$ cat src/rtl/cache_fill_ctrl_if.sv
// -----------------------------------------------------------------------------
// cache_fill_ctrl_if
//
// Purpose: bundles every bus signal around cache_fill_ctrl: the requester
// handshake, the cache read/write port and the backing-memory port.
//
// Modports:
//   master : the controller view. It drives req_ready, the response, the cache
//            address/data/strobes and the memory request.
//   slave  : the environment view (requester + cache + memory), the mirror
//            image of master.
//
// Signal summary:
//   req_valid/req_ready/req_addr   request handshake
//   rsp_valid/rsp_data/rsp_err     one-cycle response strobe, no backpressure
//   c_addr/c_val/c_read/c_write    cache port driven by the controller
//   c_hit/c_out_val                cache flags/data, registered by the cache
//   mem_req/mem_addr               level-held memory read request
//   mem_ack/mem_data               one-cycle ack with data in the same cycle
// -----------------------------------------------------------------------------
interface cache_fill_ctrl_if #(
   parameter int ADDR_WIDTH = 8,
   parameter int LINE_WIDTH = 32
);
   logic                  req_valid;
   logic                  req_ready;
   logic [ADDR_WIDTH-1:0] req_addr;

   logic                  rsp_valid;
   logic [LINE_WIDTH-1:0] rsp_data;
   logic                  rsp_err;

   logic [ADDR_WIDTH-1:0] c_addr;
   logic [LINE_WIDTH-1:0] c_val;
   logic                  c_read;
   logic                  c_write;
   logic                  c_hit;
   logic [LINE_WIDTH-1:0] c_out_val;

   logic                  mem_req;
   logic [ADDR_WIDTH-1:0] mem_addr;
   logic                  mem_ack;
   logic [LINE_WIDTH-1:0] mem_data;

   modport master (
      input  req_valid, req_addr,
      output req_ready,
      output rsp_valid, rsp_data, rsp_err,
      output c_addr, c_val, c_read, c_write,
      input  c_hit, c_out_val,
      output mem_req, mem_addr,
      input  mem_ack, mem_data
   );

   modport slave (
      output req_valid, req_addr,
      input  req_ready,
      input  rsp_valid, rsp_data, rsp_err,
      input  c_addr, c_val, c_read, c_write,
      output c_hit, c_out_val,
      input  mem_req, mem_addr,
      output mem_ack, mem_data
   );
endinterface

$ cat src/rtl/cache_fill_ctrl.sv
// -----------------------------------------------------------------------------
// cache_fill_ctrl
//
// Purpose: request-side controller in front of a K-way clock-replacement cache.
// One line-read request is accepted at a time. The cache read port is probed;
// a hit returns the cached line, a miss fetches the line from backing memory,
// writes it into the cache and then returns it. A memory timeout is returned
// to the requester as an error response with zero data.
//
// Parameters:
//   ADDR_WIDTH : line address width (matches the cache)
//   LINE_WIDTH : line data width (matches the cache)
//   TIMEOUT    : max cycles spent waiting for mem_ack; must be >= 2
//
// Ports:
//   clock       : rising-edge clock
//   reset_n     : asynchronous active-low reset; the cache must be reset
//                 together with this block (its sweep may be left mid-way)
//   bus         : cache_fill_ctrl_if.master (request, response, cache, memory)
//   o_dbg_state : current FSM state encoding, for observation only
//
// Handshake: a request transfers on a rising edge where req_valid and
// req_ready are both 1. req_ready is 1 only in IDLE (and 0 on the first cycle
// out of reset); req_valid is ignored whenever req_ready is 0. The response is
// a single-cycle rsp_valid strobe with no ready; the requester must take it.
// -----------------------------------------------------------------------------
module cache_fill_ctrl #(
   parameter int ADDR_WIDTH = 8,
   parameter int LINE_WIDTH = 32,
   parameter int TIMEOUT    = 64
) (
   input  logic              clock,
   input  logic              reset_n,
   cache_fill_ctrl_if.master bus,
   output logic [2:0]        o_dbg_state
);

   localparam int CNT_W = (TIMEOUT > 2) ? $clog2(TIMEOUT) : 1;
   localparam logic [CNT_W-1:0] CNT_LAST = CNT_W'(TIMEOUT - 1);

   typedef enum logic [2:0] {
      S_IDLE   = 3'd0,
      S_LOOKUP = 3'd1,
      S_CHECK  = 3'd2,
      S_MEM    = 3'd3,
      S_FILL   = 3'd4,
      S_RESP   = 3'd5
   } state_t;

   state_t                r_state;
   state_t                w_state_nxt;
   logic [ADDR_WIDTH-1:0] r_addr;
   logic [ADDR_WIDTH-1:0] w_addr_nxt;
   logic [LINE_WIDTH-1:0] r_data;
   logic [LINE_WIDTH-1:0] w_data_nxt;
   logic [CNT_W-1:0]      r_cnt;
   logic [CNT_W-1:0]      w_cnt_nxt;
   logic                  r_err;
   logic                  w_err_nxt;
   logic                  r_fill_first;
   logic                  w_fill_first_nxt;
   logic                  r_req_ready;
   logic                  w_accept;

   // req_ready is a register rather than a decode of IDLE so that it reads 0
   // while reset is asserted and rises only on the first edge after release.
   assign w_accept = r_req_ready & bus.req_valid;

   // ---------------------------------------------------------------------------
   // State and datapath registers
   // ---------------------------------------------------------------------------
   always_ff @(posedge clock or negedge reset_n) begin
      if (!reset_n) begin
         r_state      <= S_IDLE;
         r_addr       <= '0;
         r_data       <= '0;
         r_cnt        <= '0;
         r_err        <= 1'b0;
         r_fill_first <= 1'b0;
         r_req_ready  <= 1'b0;
      end else begin
         r_state      <= w_state_nxt;
         r_addr       <= w_addr_nxt;
         r_data       <= w_data_nxt;
         r_cnt        <= w_cnt_nxt;
         r_err        <= w_err_nxt;
         r_fill_first <= w_fill_first_nxt;
         r_req_ready  <= (w_state_nxt == S_IDLE);
      end
   end

   // ---------------------------------------------------------------------------
   // Next-state and datapath updates
   // ---------------------------------------------------------------------------
   always_comb begin
      w_state_nxt      = r_state;
      w_addr_nxt       = r_addr;
      w_data_nxt       = r_data;
      w_cnt_nxt        = r_cnt;
      w_err_nxt        = r_err;
      w_fill_first_nxt = r_fill_first;

      case (r_state)
         S_IDLE: begin
            if (w_accept) begin
               w_addr_nxt  = bus.req_addr;
               w_state_nxt = S_LOOKUP;
            end
         end

         // c_read is asserted for this single cycle; the cache answers with
         // registered c_hit/c_out_val visible in CHECK.
         S_LOOKUP: begin
            w_state_nxt = S_CHECK;
         end

         S_CHECK: begin
            if (bus.c_hit) begin
               w_data_nxt  = bus.c_out_val;
               w_err_nxt   = 1'b0;
               w_state_nxt = S_RESP;
            end else begin
               w_cnt_nxt   = '0;
               w_state_nxt = S_MEM;
            end
         end

         // The counter holds the number of MEM cycles already completed, so
         // leaving on CNT_LAST gives exactly TIMEOUT cycles in MEM. An ack in
         // that final cycle takes priority over the timeout.
         S_MEM: begin
            if (bus.mem_ack) begin
               w_data_nxt       = bus.mem_data;
               w_err_nxt        = 1'b0;
               w_fill_first_nxt = 1'b1;
               w_state_nxt      = S_FILL;
            end else if (r_cnt == CNT_LAST) begin
               w_data_nxt  = '0;
               w_err_nxt   = 1'b1;
               w_state_nxt = S_RESP;
            end else begin
               w_cnt_nxt = r_cnt + 1'b1;
            end
         end

         // In the first FILL cycle c_hit still carries the miss result of the
         // CHECK read, so it is not a write-done indication yet.
         S_FILL: begin
            if (r_fill_first) begin
               w_fill_first_nxt = 1'b0;
            end else if (bus.c_hit) begin
               w_err_nxt   = 1'b0;
               w_state_nxt = S_RESP;
            end
         end

         S_RESP: begin
            w_state_nxt = S_IDLE;
         end

         default: begin
            w_state_nxt = S_IDLE;
         end
      endcase
   end

   // ---------------------------------------------------------------------------
   // Outputs: decoded from the state register or taken straight from
   // registers, so nothing combinational from the inputs reaches a port.
   // ---------------------------------------------------------------------------
   assign bus.req_ready = r_req_ready;

   assign bus.rsp_valid = (r_state == S_RESP);
   assign bus.rsp_err   = (r_state == S_RESP) & r_err;
   assign bus.rsp_data  = (r_state == S_RESP) ? r_data : '0;

   // One address register feeds both cache ports and memory; the cache only
   // looks at it when c_read or c_write is set.
   assign bus.c_addr    = r_addr;
   assign bus.c_val     = r_data;
   assign bus.c_read    = (r_state == S_LOOKUP);
   assign bus.c_write   = (r_state == S_FILL);

   assign bus.mem_req   = (r_state == S_MEM);
   assign bus.mem_addr  = r_addr;

   assign o_dbg_state   = r_state;

endmodule

$ cat src/flat_wrapper.sv
// flat-port wrapper written by rule: the top's interface ports become plain ports
module cache_fill_ctrl_flat 
#(
   parameter int ADDR_WIDTH = 8,
   parameter int LINE_WIDTH = 32,
   parameter int TIMEOUT    = 64
)
  (clock, reset_n, o_dbg_state, bus_req_valid, bus_req_addr, bus_req_ready, bus_rsp_valid, bus_rsp_data, bus_rsp_err, bus_c_addr, bus_c_val, bus_c_read, bus_c_write, bus_c_hit, bus_c_out_val, bus_mem_req, bus_mem_addr, bus_mem_ack, bus_mem_data);
  cache_fill_ctrl_if #(.ADDR_WIDTH(ADDR_WIDTH), .LINE_WIDTH(LINE_WIDTH)) bus_i ();
  input  logic clock;
  input  logic reset_n;
  output logic [2:0] o_dbg_state;
  input wire logic [$bits(bus_i.req_valid)-1:0] bus_req_valid;
  input wire logic [$bits(bus_i.req_addr)-1:0] bus_req_addr;
  output wire logic [$bits(bus_i.req_ready)-1:0] bus_req_ready;
  output wire logic [$bits(bus_i.rsp_valid)-1:0] bus_rsp_valid;
  output wire logic [$bits(bus_i.rsp_data)-1:0] bus_rsp_data;
  output wire logic [$bits(bus_i.rsp_err)-1:0] bus_rsp_err;
  output wire logic [$bits(bus_i.c_addr)-1:0] bus_c_addr;
  output wire logic [$bits(bus_i.c_val)-1:0] bus_c_val;
  output wire logic [$bits(bus_i.c_read)-1:0] bus_c_read;
  output wire logic [$bits(bus_i.c_write)-1:0] bus_c_write;
  input wire logic [$bits(bus_i.c_hit)-1:0] bus_c_hit;
  input wire logic [$bits(bus_i.c_out_val)-1:0] bus_c_out_val;
  output wire logic [$bits(bus_i.mem_req)-1:0] bus_mem_req;
  output wire logic [$bits(bus_i.mem_addr)-1:0] bus_mem_addr;
  input wire logic [$bits(bus_i.mem_ack)-1:0] bus_mem_ack;
  input wire logic [$bits(bus_i.mem_data)-1:0] bus_mem_data;
  assign bus_i.req_valid = bus_req_valid;
  assign bus_i.req_addr = bus_req_addr;
  assign bus_req_ready = bus_i.req_ready;
  assign bus_rsp_valid = bus_i.rsp_valid;
  assign bus_rsp_data = bus_i.rsp_data;
  assign bus_rsp_err = bus_i.rsp_err;
  assign bus_c_addr = bus_i.c_addr;
  assign bus_c_val = bus_i.c_val;
  assign bus_c_read = bus_i.c_read;
  assign bus_c_write = bus_i.c_write;
  assign bus_i.c_hit = bus_c_hit;
  assign bus_i.c_out_val = bus_c_out_val;
  assign bus_mem_req = bus_i.mem_req;
  assign bus_mem_addr = bus_i.mem_addr;
  assign bus_i.mem_ack = bus_mem_ack;
  assign bus_i.mem_data = bus_mem_data;
  cache_fill_ctrl #(.ADDR_WIDTH(ADDR_WIDTH), .LINE_WIDTH(LINE_WIDTH), .TIMEOUT(TIMEOUT)) u_core (.clock(clock), .reset_n(reset_n), .bus(bus_i), .o_dbg_state(o_dbg_state));
endmodule
$ cat config.mk
export PLATFORM = sky130hd
export DESIGN_NAME = cache_fill_ctrl_flat
export DESIGN_NICKNAME = d
export VERILOG_FILES = /design/src/rtl/cache_fill_ctrl_if.sv /design/src/rtl/cache_fill_ctrl.sv /design/src/flat_wrapper.sv
export SDC_FILE = /design/constraint.sdc
export NUM_CORES = 1
export LEC_CHECK = 0
export CAP_MARGIN = 20
export CELL_PAD_IN_SITES_DETAIL_PLACEMENT = 1
export CELL_PAD_IN_SITES_GLOBAL_PLACEMENT = 2
export CORE_MARGIN = 3
export CORE_UTILIZATION = 23
export DETAILED_ROUTE_END_ITERATION = 12
export GPL_TIMING_DRIVEN = 1
export PLACE_DENSITY = 0.93
export SLEW_MARGIN = 20
export SYNTH_ARGS = -nofsm -noshare
export SYNTH_HDL_FRONTEND = slang
export SYNTH_SLANG_ARGS = --single-unit
$ cat constraint.sdc
create_clock -name clock -period 3.8 [get_ports clock]
set_input_delay 1.14 -clock clock [delete_from_list [all_inputs] [get_ports clock]]
set_output_delay 1.14 -clock clock [all_outputs]
set_load 0.01 [all_outputs]
==> flow_metrics.tcl, run 1 <==
set metrics [dict create \
    postRouteAntennaNets 0 \
    worst-r2r-setup-slack_ns 1.40 \
    maxCapViolations 0 \
    place_area_sq_um 4740 \
    synth.distinct_cells 37 \
    clkLatencyLatePin_ns 0.29 \
    yosys_warnings 0 \
    status "finished, final reports clean" \
    vias_per_cell 4.48 \
    yosysSeqAreaShare_pct 43.7 \
    drive_gt1_share_pct 14.3 \
    path_max_fanout 14 \
    synth_seq_cells 52 \
    antenna_cells 0 \
    hold_buffers 0 \
    rsz0062_at_grt "false" \
    clk_pin_slew_ns 0.08 \
    mappedNetlistNets 379 \
    hold_path_class "reg2reg" \
    postCtsSetupBuffers 0 \
    setup_viol 0 \
    syn_area_sq_um 2980 \
    slowest_delay_ns 0.57 \
    cellPowerDensity_nw_per_um2 650 \
    drtIter0Drc 89 \
    ys_top_cells_by_area "dfrtp_1, mux2_4, nand2_1" \
    drc_errors 0 \
    finClkSkew_ns 0.00717 \
    cts_buffers 5 \
    syn2layout_area_growth_pct 64.4 \
    start_util_pct 24.2 \
    clkSinkCount 52 \
    cts_tree "yes" \
    core.rowCount 40 \
    r2r_end "u_core.r_cnt[1]$_DFFE_PN0P_" \
    gp_congestion 0.808 \
    coreArea_sq_um 12300 \
    min_period_ns 3.43 \
    vias 2792 \
    crit_chain "nand2_1, nor2_2, buf_4, and2_1, clkdlybuf4s50_1" \
    htree_levels 2 \
    layout_common_cells "clkdlybuf4s50_1, nand2_1, dfrtp_1" \
    routed_wl_mm 10.2 \
    antenna_found_initial 0 \
    grt_max_degree 36 \
    yosysTopAreaCellShare_pct 43.7 \
    maxSlewHeadroom_pct 44.7 \
    cp.arrival_ns 2.29 \
    grt_pass1_wl_mm 16.7 \
    ir_worst_vdd_mv 0.229 \
    slew_viol_final 0 \
    die_x_um 120 \
    synthCells 301 \
    drtPass1Iterations 4 \
    port_buffers 165 \
    finalCritPeriodShare_pct 90.4 \
    crit_path_start_kind "register" \
    avgRoutedWirePerCell_um 16.3 \
    worst_r2r_path_depth 6 \
    die_y_um 120 \
    tightest_slew_ns 0.827 \
    cts-root-buf "clkbuf_16" \
    die-area_sq_um 14300 \
    nets 532 \
    grt_pass1_vias 3153 \
    fin_util_pct 39.7 \
    crit_start "u_core.o_dbg_state[0]$_DFF_PN0_" \
    r2r_start "u_core.o_dbg_state[0]$_DFF_PN0_" \
    post_cts_resized 0 \
    max_freq_ghz 0.291 \
    leakagePower_uw 0.00221 \
    clock_path_buffers 2 \
    endpoint "bus_rsp_data[23]" \
    tns_ns 0 \
    grt_usage_pct 14.4 \
    slowest_stage "dfrtp_1" \
    fin_area_sq_um 4890 \
    critical_path_class "reg2out" \
    pin_count 166 \
    overflow 0 \
    endpoint_kind "output pin" \
    hpwl_mm 7.86 \
    synth.largest_area_cell "dfrtp_1" \
    final_common_cell "clkdlybuf4s50_1" \
    worstPathRequired_ns 2.66 \
    syn_avg_cell_area_sq_um 9.89 \
    finalHoldViolCount 0 \
]
## synthesized netlist by cell type
library cell  count
nand2b_1          2
o31ai_1           2
xnor2_1           1
o211ai_2          1
a21oi_1           3
nor4_1            1
o21ai_0           2
o211ai_1          2
o211a_1           1
a311o_1           1
mux2_2           12
nor2_2            3
mux2_4           28
and2_1           33
o22ai_1           1
o32ai_2           1
buf_1             1
o21ai_4           1
buf_6             3
inv_1             5
nand3b_4          1
mux2i_1           1
buf_2             5
nand3b_1          1
nand2b_2          1
nand2_1          71
or3b_1            1
buf_4             8
ha_1              1
dfrtp_1          52
nor2_1            6
a41o_1            1
and3_1            1
o21a_1            1
clkbuf_1          8
inv_2             1
nand3_1          37
## worst min path at each step
stage | startpoint | slack, ns | cells after the start | to
after global routing | u_core.r_cnt[4]$_DFFE_PN0P_ | 0.54 | 1 | u_core.r_cnt[4]$_DFFE_PN0P_
after floorplan | u_core.r_cnt[4]$_DFFE_PN0P_ | 0.45 | 1 | u_core.r_cnt[4]$_DFFE_PN0P_
after global placement | u_core.r_cnt[4]$_DFFE_PN0P_ | 0.47 | 1 | u_core.r_cnt[4]$_DFFE_PN0P_
after CTS | u_core.r_cnt[4]$_DFFE_PN0P_ | 0.50 | 1 | u_core.r_cnt[4]$_DFFE_PN0P_
final | u_core.r_cnt[4]$_DFFE_PN0P_ | 0.50 | 1 | u_core.r_cnt[4]$_DFFE_PN0P_
after detailed placement | u_core.r_cnt[4]$_DFFE_PN0P_ | 0.48 | 1 | u_core.r_cnt[4]$_DFFE_PN0P_
## where the power goes
part / internal, uW / total, uW / switching (uW)
Combinational: 1040 / 1670 / 624
Clock: 250 / 464 / 214
Sequential: 807 / 1050 / 242
## per-stage QoR
stage	setup WS (ns)	total power, uW	std cells	hold WS, ns
floorplan	1.31	1890	301	0.449
global placement	0.629	2700	615	0.467
detailed placement	0.580	2760	615	0.481
CTS	0.265	3240	623	0.496
global route	0.156	3400	623	0.545
finish	0.367	3180	623	0.503
## critical path, delay by kind of cell (launching register included)
| family | cells | cell delay (ns) |
|---|---|---|
| buf+inv | 2 | 0.80 |
| flops | 1 | 0.57 |
| simple gates | 3 | 0.63 |
## area by class of cell
type                    instances  area [sq um]
clock buffers                   5           125
inverters                       6          22.5
multi-input cells             218          1500
flip-flops and latches         52          1300
clock inverters                 3          27.5
well taps                     168           210
fillers                      1429          7420
repair buffers                171          1700
## state kept, by name, indices dropped and copies added (netlist names)
name,flops
u_core.r_fill_first,1
u_core.bus.req_ready,1
u_core.r_cnt,6
u_core.bus.c_addr,8
u_core.bus.c_val,32
u_core.o_dbg_state,3
u_core.r_err,1
## logic make-up (layout without fill, tap and decap cells)
logic type / after synthesis / count (layout) / share of synthesized area, %
AOI/OAI and AO/OA: 17 / 17 / 4.83
and+or+nand+nor: 158 / 158 / 25.9
buffers and inverters: 31 / 185 / 5.88
DFF: 52 / 52 / 43.7
muxes: 41 / 41 / 19.0
adders and majority gates: 1 / 1 / 0.420
xor gates and xnor gates: 1 / 1 / 0.294
## metal layers
layer	global-route usage, %	share of wire [%]	vias to the layer above
met5	0	0	-
met4	3.29	1.1	0
met3	2.69	4.9	4
met2	27.3	53	99
met1	16.5	41	1386
li1	-	-	1303
(Power assumes the default switching activity.)
==> run 2: changes to the inputs <==
CORE_UTILIZATION = 24   (was 23)
CTS_BUF_LIST = sky130_fd_sc_hd__clkbuf_4 sky130_fd_sc_hd__clkbuf_8   (was not set)
PLACE_DENSITY = 0.95   (was 0.93)
TNS_END_PERCENT = 50   (was not set)
==> run 2 against run 1 <==
Total power fell by 4.4%. Combinational power about the same. Via count is 0.64% lower. Cell count unchanged. Global-route usage down 0.36 points. Die area fell by 4.0%. Hold slack improved by 0.0060 ns. Critical endpoint unchanged. Largest cell class unchanged.
==> flow_metrics.tcl, run 2 (synthesis gave the netlist of run 1 again) <==
set metrics [dict create \
    clkSinkCount 52 \
    drive_gt1_share_pct 14.3 \
    post_cts_resized 0 \
    die-area_sq_um 13800 \
    maxSlewHeadroom_pct 51.0 \
    vias 2774 \
    drtIter0Drc 80 \
    cts-root-buf "clkbuf_8" \
    routed_wl_mm 9.80 \
    coreArea_sq_um 12100 \
    n_fill_cell 1388 \
    tns_ns 0 \
    antenna_cells 0 \
    instances_no_fill 623 \
    crit_chain "nand2_1, nor2_2, buf_4, and2_1, clkdlybuf4s50_1" \
    cp.arrival_ns 2.18 \
    hold_path_class "reg2reg" \
    dpl.cell_count 615 \
    ff_latch_area_sq_um 1300 \
    ir_worst_vdd_mv 0.202 \
    cpLargestDelayFamily "buffers and inverters" \
    cellPowerDensity_nw_per_um2 629 \
    layout_common_cells "clkdlybuf4s50_1, nand2_1, dfrtp_1" \
    power.total_uw 3040 \
    pin_count 166 \
    gp_congestion 0.738 \
    antenna_found_initial 0 \
    final_common_cell "clkdlybuf4s50_1" \
    min_period_ns 3.32 \
    leakagePower_uw 0.00219 \
    max_freq_ghz 0.301 \
    critical_path_class "reg2out" \
    start_util_pct 24.7 \
    status "finished, final reports clean" \
    clkLatencyLatePin_ns 0.31 \
    grt_pass1_vias 3052 \
    postRouteAntennaNets 0 \
    die_y_um 117 \
    hpwl_mm 7.51 \
    vias_per_cell 4.45 \
    postCtsSetupBuffers 0 \
    avgRoutedWirePerCell_um 15.7 \
    drtPass1Iterations 4 \
    finalCritPeriodShare_pct 87.3 \
    hold_buffers 0 \
    clock_path_buffers 2 \
    slew_viol_final 0 \
    worstPathRequired_ns 2.66 \
    grt_usage_pct 14.0 \
    tightest_slew_ns 0.732 \
    largest_reg_flops 32 \
    die_x_um 117 \
    cts_tree "yes" \
    slowest_stage "dfrtp_1" \
    maxCapViolations 0 \
    syn2layout_area_growth_pct 62.4 \
    multiInputGateArea_sq_um 1500 \
    rsz0062_at_grt "false" \
    slowest_delay_ns 0.61 \
    grt_pass1_wl_mm 15.8 \
    port_buffers 165 \
    htree_levels 2 \
    nets 532 \
    drc_errors 0 \
    crit_buf_inv 2 \
    cts_buffers 5 \
    path_max_fanout 34 \
    crit_path_start_kind "register" \
    core.rowCount 40 \
    endpoint_kind "output pin" \
    overflow 0 \
    grt_max_degree 36 \
    finalHoldViolCount 0 \
    clk_pin_slew_ns 0.10 \
    setup_viol 0 \
    finClkSkew_ns 0.0117 \
]
==> run 2: cell types whose count changed in the layout (fill, tap and decap cells not counted) <==
cell and delta:
clkinv_4 -1, clkbuf_16 -5, clkinv_2 +2, clkbuf_8 +6, inv_8 -1, clkinvlp_4 -1
==> run 2: through the flow <==
step | hold WS, ns | instance area (sq um) | util (%) | worst slack, ns
2_1_floorplan | 0.449 | 2980 | - | 1.31
3_3_place_gp | 0.468 | 4740 | 39.3 | 0.660
3_5_place_dp | 0.494 | 4740 | 39.3 | 0.614
4_1_cts | 0.509 | 4830 | 40.1 | 0.458
5_1_grt | 0.536 | 4830 | 40.1 | 0.347
6_report | 0.509 | 4830 | 40.1 | 0.481
==> run 2: layout make-up <==
| type | count | share of cell area (%) |
|---|---|---|
| clock buffer | 6 | 1.71 |
| inverter | 6 | 0.466 |
| timing repair buffer | 171 | 35.3 |
| multi-input combinational | 218 | 31.1 |
| sequential | 52 | 26.9 |
| tap | 168 | 4.35 |
| clock inverter | 2 | 0.207 |
==> run 2: worst reg2reg max path, cell delays in order, from the launching register on <==
cell and delay [ns]:
dfrtp_1 0.61, nand3b_4 0.47, inv_2 0.19, buf_4 0.39, o211ai_2 0.26, and3_1 0.25, a41o_1 0.19
==> run 2: where the power goes <==
group          internal (uW)  switching (uW)
Sequential               807             235
Clock                    146             185
Combinational           1040             626
==> run 2: final timing paths <==
check	depth (start not counted)	startpoint	slack (ns)	endpoint
worst max-delay path	5	u_core.o_dbg_state[0]$_DFF_PN0_	0.48	bus_rsp_data[23]
worst min-delay path	1	u_core.r_cnt[4]$_DFFE_PN0P_	0.51	u_core.r_cnt[4]$_DFFE_PN0P_
worst max register to register	6	u_core.o_dbg_state[0]$_DFF_PN0_	1.34	u_core.r_cnt[1]$_DFFE_PN0P_
worst min register to register	1	u_core.r_cnt[4]$_DFFE_PN0P_	0.51	u_core.r_cnt[4]$_DFFE_PN0P_
max in group asynchronous	2	reset_n	2.41	u_core.bus.c_val[9]$_DFFE_PN0P_
min in group asynchronous	1	reset_n	0.75	u_core.bus.c_val[3]$_DFFE_PN0P_
==> run 2: layer usage <==
layer	wire length (um)	track usage [%]	vias to the layer above
li1	-	-	1299
met1	3990	16.0	1367
met2	5160	26.7	100
met3	531	2.94	8
met4	114	3.15	0
met5	0	0	-
